$ cat config.mk
export PLATFORM = sky130hd
export DESIGN_NAME = spi_master_ctrl
export DESIGN_NICKNAME = d
export VERILOG_FILES = /design/src/rtl/spi_master_ctrl.sv
export SDC_FILE = /design/constraint.sdc
export NUM_CORES = 1
export LEC_CHECK = 0
export BUFFER_PORTS_ARGS = -buffer_cell sky130_fd_sc_hd__buf_2
export CORE_MARGIN = 1.5
export CORE_UTILIZATION = 30
export CTS_BUF_LIST = sky130_fd_sc_hd__clkbuf_2 sky130_fd_sc_hd__clkbuf_4 sky130_fd_sc_hd__clkbuf_8
export DETAILED_ROUTE_END_ITERATION = 8
export PLACE_DENSITY_LB_ADDON = 0.25
export SETUP_SLACK_MARGIN = 0.4
export SLEW_MARGIN = 15
export SYNTH_ARGS = -nofsm -noshare
export SYNTH_HDL_FRONTEND = slang
export SYNTH_SLANG_ARGS = --single-unit
$ cat constraint.sdc
create_clock -name clk -period 1.8 [get_ports clk]
set_input_delay 0.09 -clock clk [delete_from_list [all_inputs] [get_ports clk]]
set_output_delay 0.09 -clock clk [all_outputs]
set_load 0.01 [all_outputs]
$ cat src/rtl/spi_master_ctrl.sv
// SPI master: shifts 10-bit commands out MSB first and captures 8-bit replies for read-data frames.
// Define SPI_MASTER_STATUS_EN to add the busy and frames_done status outputs.
module spi_master_ctrl #(
    parameter int FRAME_W    = 10,
    parameter int RD_W       = 8,
    parameter int TURNAROUND = 2,
    parameter int IDLE_GAP   = 1
) (
    input  logic               clk,
    input  logic               rst,
    input  logic               cmd_valid,
    output logic               cmd_ready,
    input  logic [FRAME_W-1:0] cmd_data,
    output logic               rsp_valid,
    output logic [RD_W-1:0]    rsp_data,
    output logic               SS_n,
    output logic               MOSI,
    input  logic               MISO
`ifdef SPI_MASTER_STATUS_EN
    ,
    output logic               busy,
    output logic [15:0]        frames_done
`endif
);

    localparam int MAX_AB  = (FRAME_W > RD_W) ? FRAME_W : RD_W;
    localparam int MAX_CD  = (TURNAROUND > IDLE_GAP) ? TURNAROUND : IDLE_GAP;
    localparam int MAX_CNT = (MAX_AB > MAX_CD) ? MAX_AB : MAX_CD;
    localparam int CNT_W   = $clog2(MAX_CNT + 1);

    typedef logic [CNT_W-1:0] cnt_t;

    // Every phase counter is loaded with length-1 and the phase ends when it reaches zero.
    localparam cnt_t FRAME_LOAD = cnt_t'(FRAME_W - 1);
    localparam cnt_t RD_LOAD    = cnt_t'(RD_W - 1);
    localparam cnt_t TURN_LOAD  = cnt_t'(TURNAROUND - 1);
    localparam cnt_t GAP_LOAD   = cnt_t'(IDLE_GAP - 1);

    typedef enum logic [2:0] {
        ST_IDLE,
        ST_SHIFT,
        ST_WAIT,
        ST_READ,
        ST_GAP
    } state_t;

    state_t             state;
    cnt_t               cnt;
    logic               rd_frame;
    logic [FRAME_W-1:0] shift_reg;
    logic [RD_W-2:0]    rx_shift;
    logic               accept;
    logic               is_rd;

    assign accept = cmd_valid && cmd_ready;
    assign is_rd  = (cmd_data[FRAME_W-1 -: 2] == 2'b11);

    // NOTE: sequential state uses non-blocking (<=) so every register samples pre-edge values.
    always_ff @(posedge clk) begin
        if (rst) begin
            state     <= ST_GAP;
            cnt       <= GAP_LOAD;
            rd_frame  <= 1'b0;
            SS_n      <= 1'b1;
            MOSI      <= 1'b0;
            cmd_ready <= 1'b0;
            rsp_valid <= 1'b0;
            rsp_data  <= '0;
        end else begin
            rsp_valid <= 1'b0;
            case (state)
                ST_IDLE: begin
                    if (accept) begin
                        state     <= ST_SHIFT;
                        cnt       <= FRAME_LOAD;
                        rd_frame  <= is_rd;
                        SS_n      <= 1'b0;
                        MOSI      <= cmd_data[FRAME_W-1];
                        cmd_ready <= 1'b0;
                    end
                end
                ST_SHIFT: begin
                    if (cnt == '0) begin
                        MOSI <= 1'b0;
                        if (rd_frame) begin
                            state <= ST_WAIT;
                            cnt   <= TURN_LOAD;
                        end else begin
                            state <= ST_GAP;
                            cnt   <= GAP_LOAD;
                            SS_n  <= 1'b1;
                        end
                    end else begin
                        cnt  <= cnt - cnt_t'(1);
                        MOSI <= shift_reg[FRAME_W-1];
                    end
                end
                ST_WAIT: begin
                    if (cnt == '0) begin
                        state <= ST_READ;
                        cnt   <= RD_LOAD;
                    end else begin
                        cnt <= cnt - cnt_t'(1);
                    end
                end
                ST_READ: begin
                    if (cnt == '0) begin
                        rsp_data  <= {rx_shift, MISO};
                        rsp_valid <= 1'b1;
                        state     <= ST_GAP;
                        cnt       <= GAP_LOAD;
                        SS_n      <= 1'b1;
                    end else begin
                        cnt <= cnt - cnt_t'(1);
                    end
                end
                ST_GAP: begin
                    if (cnt == '0) begin
                        state     <= ST_IDLE;
                        cmd_ready <= 1'b1;
                    end else begin
                        cnt <= cnt - cnt_t'(1);
                    end
                end
                default: begin
                    state     <= ST_GAP;
                    cnt       <= GAP_LOAD;
                    SS_n      <= 1'b1;
                    MOSI      <= 1'b0;
                    cmd_ready <= 1'b0;
                end
            endcase
        end
    end

    // NOTE: pure datapath shifters carry no reset; the FSM never exposes their contents before loading them.
    always_ff @(posedge clk) begin
        if (accept) begin
            shift_reg <= {cmd_data[FRAME_W-2:0], 1'b0};
        end else if (state == ST_SHIFT) begin
            shift_reg <= {shift_reg[FRAME_W-2:0], 1'b0};
        end
        if (state == ST_READ) begin
            rx_shift <= {rx_shift[RD_W-3:0], MISO};
        end
    end

`ifdef SPI_MASTER_STATUS_EN
    logic frame_end;

    // Only frames that reach GAP naturally count; a reset abort bypasses this path.
    assign frame_end = ((state == ST_SHIFT) && (cnt == '0) && !rd_frame) ||
                       ((state == ST_READ) && (cnt == '0));
    assign busy = (state != ST_IDLE);

    always_ff @(posedge clk) begin
        if (rst) begin
            frames_done <= '0;
        end else if (frame_end) begin
            frames_done <= frames_done + 16'd1;
        end
    end
`endif

endmodule
## Word level (Yosys, flattened, before mapping)

Index checks and enable logic that the tools add are counted.

| cells by class | value |
|---|---|
| $lt $le $gt $ge | 0 |
| add/subtract/negate cells | 1 |
| shift-type cells | 0 |
| multipliers | 0 |
| divide/modulo/power cells | 0 |
| reductions and logical operators | 15 |
| multiplexer cells | 26 |
| equal/unequal tests | 12 |
| bitwise operators | 4 |

Operator list:

| kind | count |
|---|---|
| 10-bit two-way mux | 2 |
| 4-bit two-way mux | 5 |
| 4-bit one-hot mux with 5 select lines | 1 |
| 3-bit two-way mux | 6 |
| 3-bit one-hot mux with 5 select lines | 1 |
| 2-bit != test (second input constant) | 7 |
| 5-bit AND reduction | 2 |
| 1-bit two-way mux | 8 |
| 2-bit AND reduction | 4 |
| 3-bit by 2-bit equality test with 1-bit output (second input constant) | 2 |
| 1-bit one-hot mux with 3 select lines | 2 |
| 3-bit OR reduction | 2 |
| 4-bit logical NOT | 1 |
| 1-bit NOT | 4 |
| 1-bit one-hot mux with 4 select lines | 1 |
| 2-bit OR reduction | 2 |
| 4-bit by 1-bit subtractor with 4-bit output (second input constant) | 1 |
| 3-bit by 1-bit equality test with 1-bit output (second input constant) | 1 |
| 3-bit equality test (second input constant) | 1 |
| 3-bit logical NOT | 1 |
| 3-bit AND reduction | 1 |
| 2-bit equality test (second input constant) | 1 |
| 2-bit nonzero test | 1 |
| 1-bit logical AND | 1 |

| word-level totals | value |
|---|---|
| memory bits (writable) | 0 |
| output and inout bits | 12 |
| bits in latches | 0 |
| input port bits | 14 |
| memory bits (read-only) | 0 |
| memories | 0 |
| register bits after elaboration | 36 |
| logic and storage cells | 68 |

## Depth between registers and ports, before layout

| depth | value |
|---|---|
| depth in word-level cells | 4 |
| gate-level depth with buffers | 7 |
| gate-level depth less buffers | 6 |

## Worst setup path before layout

OpenSTA, ideal clock, no wires.

| path | value |
|---|---|
| kind | reg-to-reg |
| from | register cnt[0] |
| to | register cnt[1] |
| setup slack | 157 ps |
| arrival time | 1564 ps |
| stages on the path, launching flop included | 8 |
| buffers on the path | 1 |
| path through | dfxtp_1 -> inv_1 -> ha_1 -> or3b_1 -> buf_6 -> a221oi_2 -> a211oi_1 -> a211oi_2 |

| on the way | value |
|---|---|
| cells in the longest elaborated chain, start to end | 3 |
| elaborated cells between the ends (all ways) | 9 |

Ends and longest elaborated chain:

| item | line | text |
|---|---|---|
| from (decl) | 48 | `cnt_t cnt;` |
| from (signal assigned) | 94 | `cnt <= cnt - cnt_t'(1);` |
| from (signal assigned) | 103 | `cnt <= cnt - cnt_t'(1);` |
| from (signal assigned) | 114 | `cnt <= cnt - cnt_t'(1);` |
| 4-bit by 1-bit subtractor with 4-bit output / 4-bit logical NOT (equally long branches) | -- |  |
| 4-bit two-way mux, or another cell as far along | 118 | `if (cnt == '0) begin` |
| 4-bit one-hot mux with 5 select lines / 2-bit AND reduction (equally long branches) | -- |  |

Parallel ways exist; a longest one is shown, timed or not. The select of a mux whose other input is x is not followed.
A chain may end at the register's enable or synchronous reset.

## Final worst setup path

| path | value |
|---|---|
| from | register cnt[1] |
| to | register cnt[0] |

| on the way | value |
|---|---|
| cells in the longest elaborated chain, start to end | 3 |
| elaborated cells between the ends (all ways) | 7 |

Ends and longest elaborated chain:

| item | line | text |
|---|---|---|
| 4-bit logical NOT (*) | -- |  |
| 4-bit two-way mux, or another cell as far along | 107 | `if (cnt == '0) begin` |
| 4-bit one-hot mux with 5 select lines / 2-bit AND reduction (equally long branches) | -- |  |

Every way passes the cells marked *; elsewhere a longest branch is shown, timed or not.

==> impl_metrics.ini <==
[run_status]
outcome = complete, no violations

[clock_network]
cts_buffer_depth = 2
clk_pin_slew_ns = 0.08
ctsRootBufferMaster = clkbuf_8
insertion_delay_ns = 0.29
htreeDepth = 2
clock_sinks = 36
cts_buffers = 5
cts_tree = done

[synthesis]
synthesis.nets = 167
synth_cells = 152
synth-main-ff-cell = dfxtp_1
synth_edf_count = 16
syn_area_sq_um = 1620
synth_largest_area_cell = edfxtp_1
ys_ff_latch = 36
yosysTopAreaCellShare = 0.296
ys_top_cells_by_area = edfxtp_1 (30%), dfxtp_1 (25%), mux2_1 (5.6%)
ys_seq_area_frac = 0.543
async_flop_share = 0
ys.warnings.count = 0
synth.distinct_cells = 42
synth.avg_cell_area_sq_um = 10.7

[worst_setup_path]
crit_buf_inv = 2
cp-start-kind = flop
cp_cell_sequence = inv_2 -> ha_4 -> or3b_4 -> buf_6 -> a211o_1 -> a21oi_1
cp_top_family = simple AND/OR/NAND/NOR gates
crit_type = reg -> reg
critPathMaxFanout = 5
crit_path_max_incr_delay_ns = 0.42
critical_path_required_ns = 2.02
critical_path_arrival_ns = 1.81
end_kind = flop
cp_slowest_cell = or3b_4

[floorplanning]
die_h_microns = 76.5
core.rowCount = 26
core_sq_um = 5170
start_util = 0.313
io_pins = 26
die_x_microns = 76.5
dieArea_sq_um = 5860

[pwr]
p_leak_nw = 0.821
p_per_area_nw_per_um2 = 1390
vdd_drop_max_mv = 0.747

[global_routing]
met1_usage = 0.159
met2_usage = 0.211
grt.total_usage = 0.129
grt.busiest_layer = met2
grt_pass1_vias = 1283
overflow = 0
grt_max_degree = 24
grt_pass1_wl_microns = 5990
use_met3 = 0.0335
antenna_found_initial = 0

[layout]
diodes = 0
largest_reg_flops = 9
final_layout_size_suffix_gt1_frac = 0.391
fin_cells = 267
layout_common_cells = buf_2 (25), dfxtp_1 (16), a21oi_1 (16), buf_4 (16), edfxtp_1 (16)
final_common_cell = buf_2
syn_to_final_growth_pct = 32.8
fillers = 501
finalNetCount = 211

[route]
num_vias = 1294
finalWirelength_microns = 3500
wl_per_cell_microns = 13.1
drt_first_pass_iters = 4
drtIter0Drc = 47
route.detailed.drc = 0
viasPerCell = 4.85
ant_nets = 0

[placement]
gp_congestion = 0.793
dp.cells = 247
post-dp-hpwl_microns = 2330
io_buffer_count = 25
place_ws_ns = 0.123

[timing]
period_minus_slack_ns = 1.59
max-slew-margin-rel = 0.718
fin_skew_ns = 0.00628
fin_crit_sh = 0.883
clock.fmax_mhz = 629
drv_slew = 0
setup_viol_count_final = 0
finalSetupTns_ns = 0
tightest_slew_ns = 0.424
worst_slack_ns = 0.210
final-hold-violation-count = 0
rsz0062_at_grt = true

[flow_run]
timing.max_cap.violations = 0

[min_path]
hp-class = in -> reg
[final cells by class]
cell class,instances,area (sq um),area share
Clock inverter,3,42.5,0.0198
Clock buffer,5,68.8,0.0320
Multi-Input combinational cell,101,734,0.341
Timing Repair Buffer,47,315,0.146
Inverter,5,18.8,0.00872
Sequential cell,36,886,0.411
Tap cell,70,87.6,0.0407
[kinds of logic after synthesis]
family / synth area share
XOR/XNOR: 0.00540
buffers and inverters: 0.0432
multiplexers: 0.105
flip-flops: 0.543
AO/OA/AOI/OAI: 0.148
AND/OR/NAND/NOR: 0.147
adder cells (fa/ha/maj): 0.00771
[final timing paths]
| kind | startpoint | end | slack, ns | cells past startpoint |
|---|---|---|---|---|
| max | cnt[1] | cnt[0] | 0.21 | 6 |
| min | cmd_data[1] | shift_reg[2] | 0.08 | 2 |
| max reg2reg | cnt[1] | cnt[0] | 0.21 | 6 |
| min reg2reg | rx_shift[0] | rx_shift[1] | 0.46 | 0 |
[synth_stat cells (all sizes together), types with 2 or more instances]
cell type	instances
nand3	2
or2	2
nand2b	4
mux2i	8
a31oi	2
a211oi	4
nor3	6
edfxtp	16
clkbuf	6
nor2	15
o22ai	2
buf	4
a21oi	17
inv	5
or3b	2
nand2	6
dfxtp	20
mux2	8
o21ai	6
[report_power, final]
part / leakage (nW) / internal (mW) / switching [mW]
registers: 0.309 / 0.987 / 0.0722
logic: 0.458 / 0.623 / 0.596
clock network: 0.0541 / 0.410 / 0.296
[worst register-to-register path: stages (launching register included)]
cell     delay, ns
dfxtp_2       0.33
inv_2         0.08
ha_4          0.15
or3b_4        0.42
buf_6         0.14
a211o_1       0.29
a21oi_1       0.12
[metrics by stage]
step | util | hold slack, ns | cell area (sq um) | total power [mW]
after floorplan | - | 0.189 | 1660 | 1.82
after global routing | 0.416 | 0.0868 | 2150 | 3.17
after CTS | 0.404 | 0.0706 | 2090 | 2.89
final | 0.416 | 0.0805 | 2150 | 2.98
after global placement | 0.365 | 0.290 | 1890 | 2.00
after detailed placement | 0.365 | 0.297 | 1890 | 2.03
[metal layers]
metal  up-vias  routed length, microns
met5         -                       0
met4         0                      48
met1       631                    1640
li1        641                       -
met3         5                      94
met2        17                    1720
[timing repair]
action	in CTS	in global routing
endpoints found under the setup margin	25	27
cloned	1	0
hold endpoints to repair	1	0
gates resized for setup	10	10
pin swaps	9	9
hold buffers	1	0
buffers inserted	6	4
Note: power is estimated with default switching activity, not from simulation.
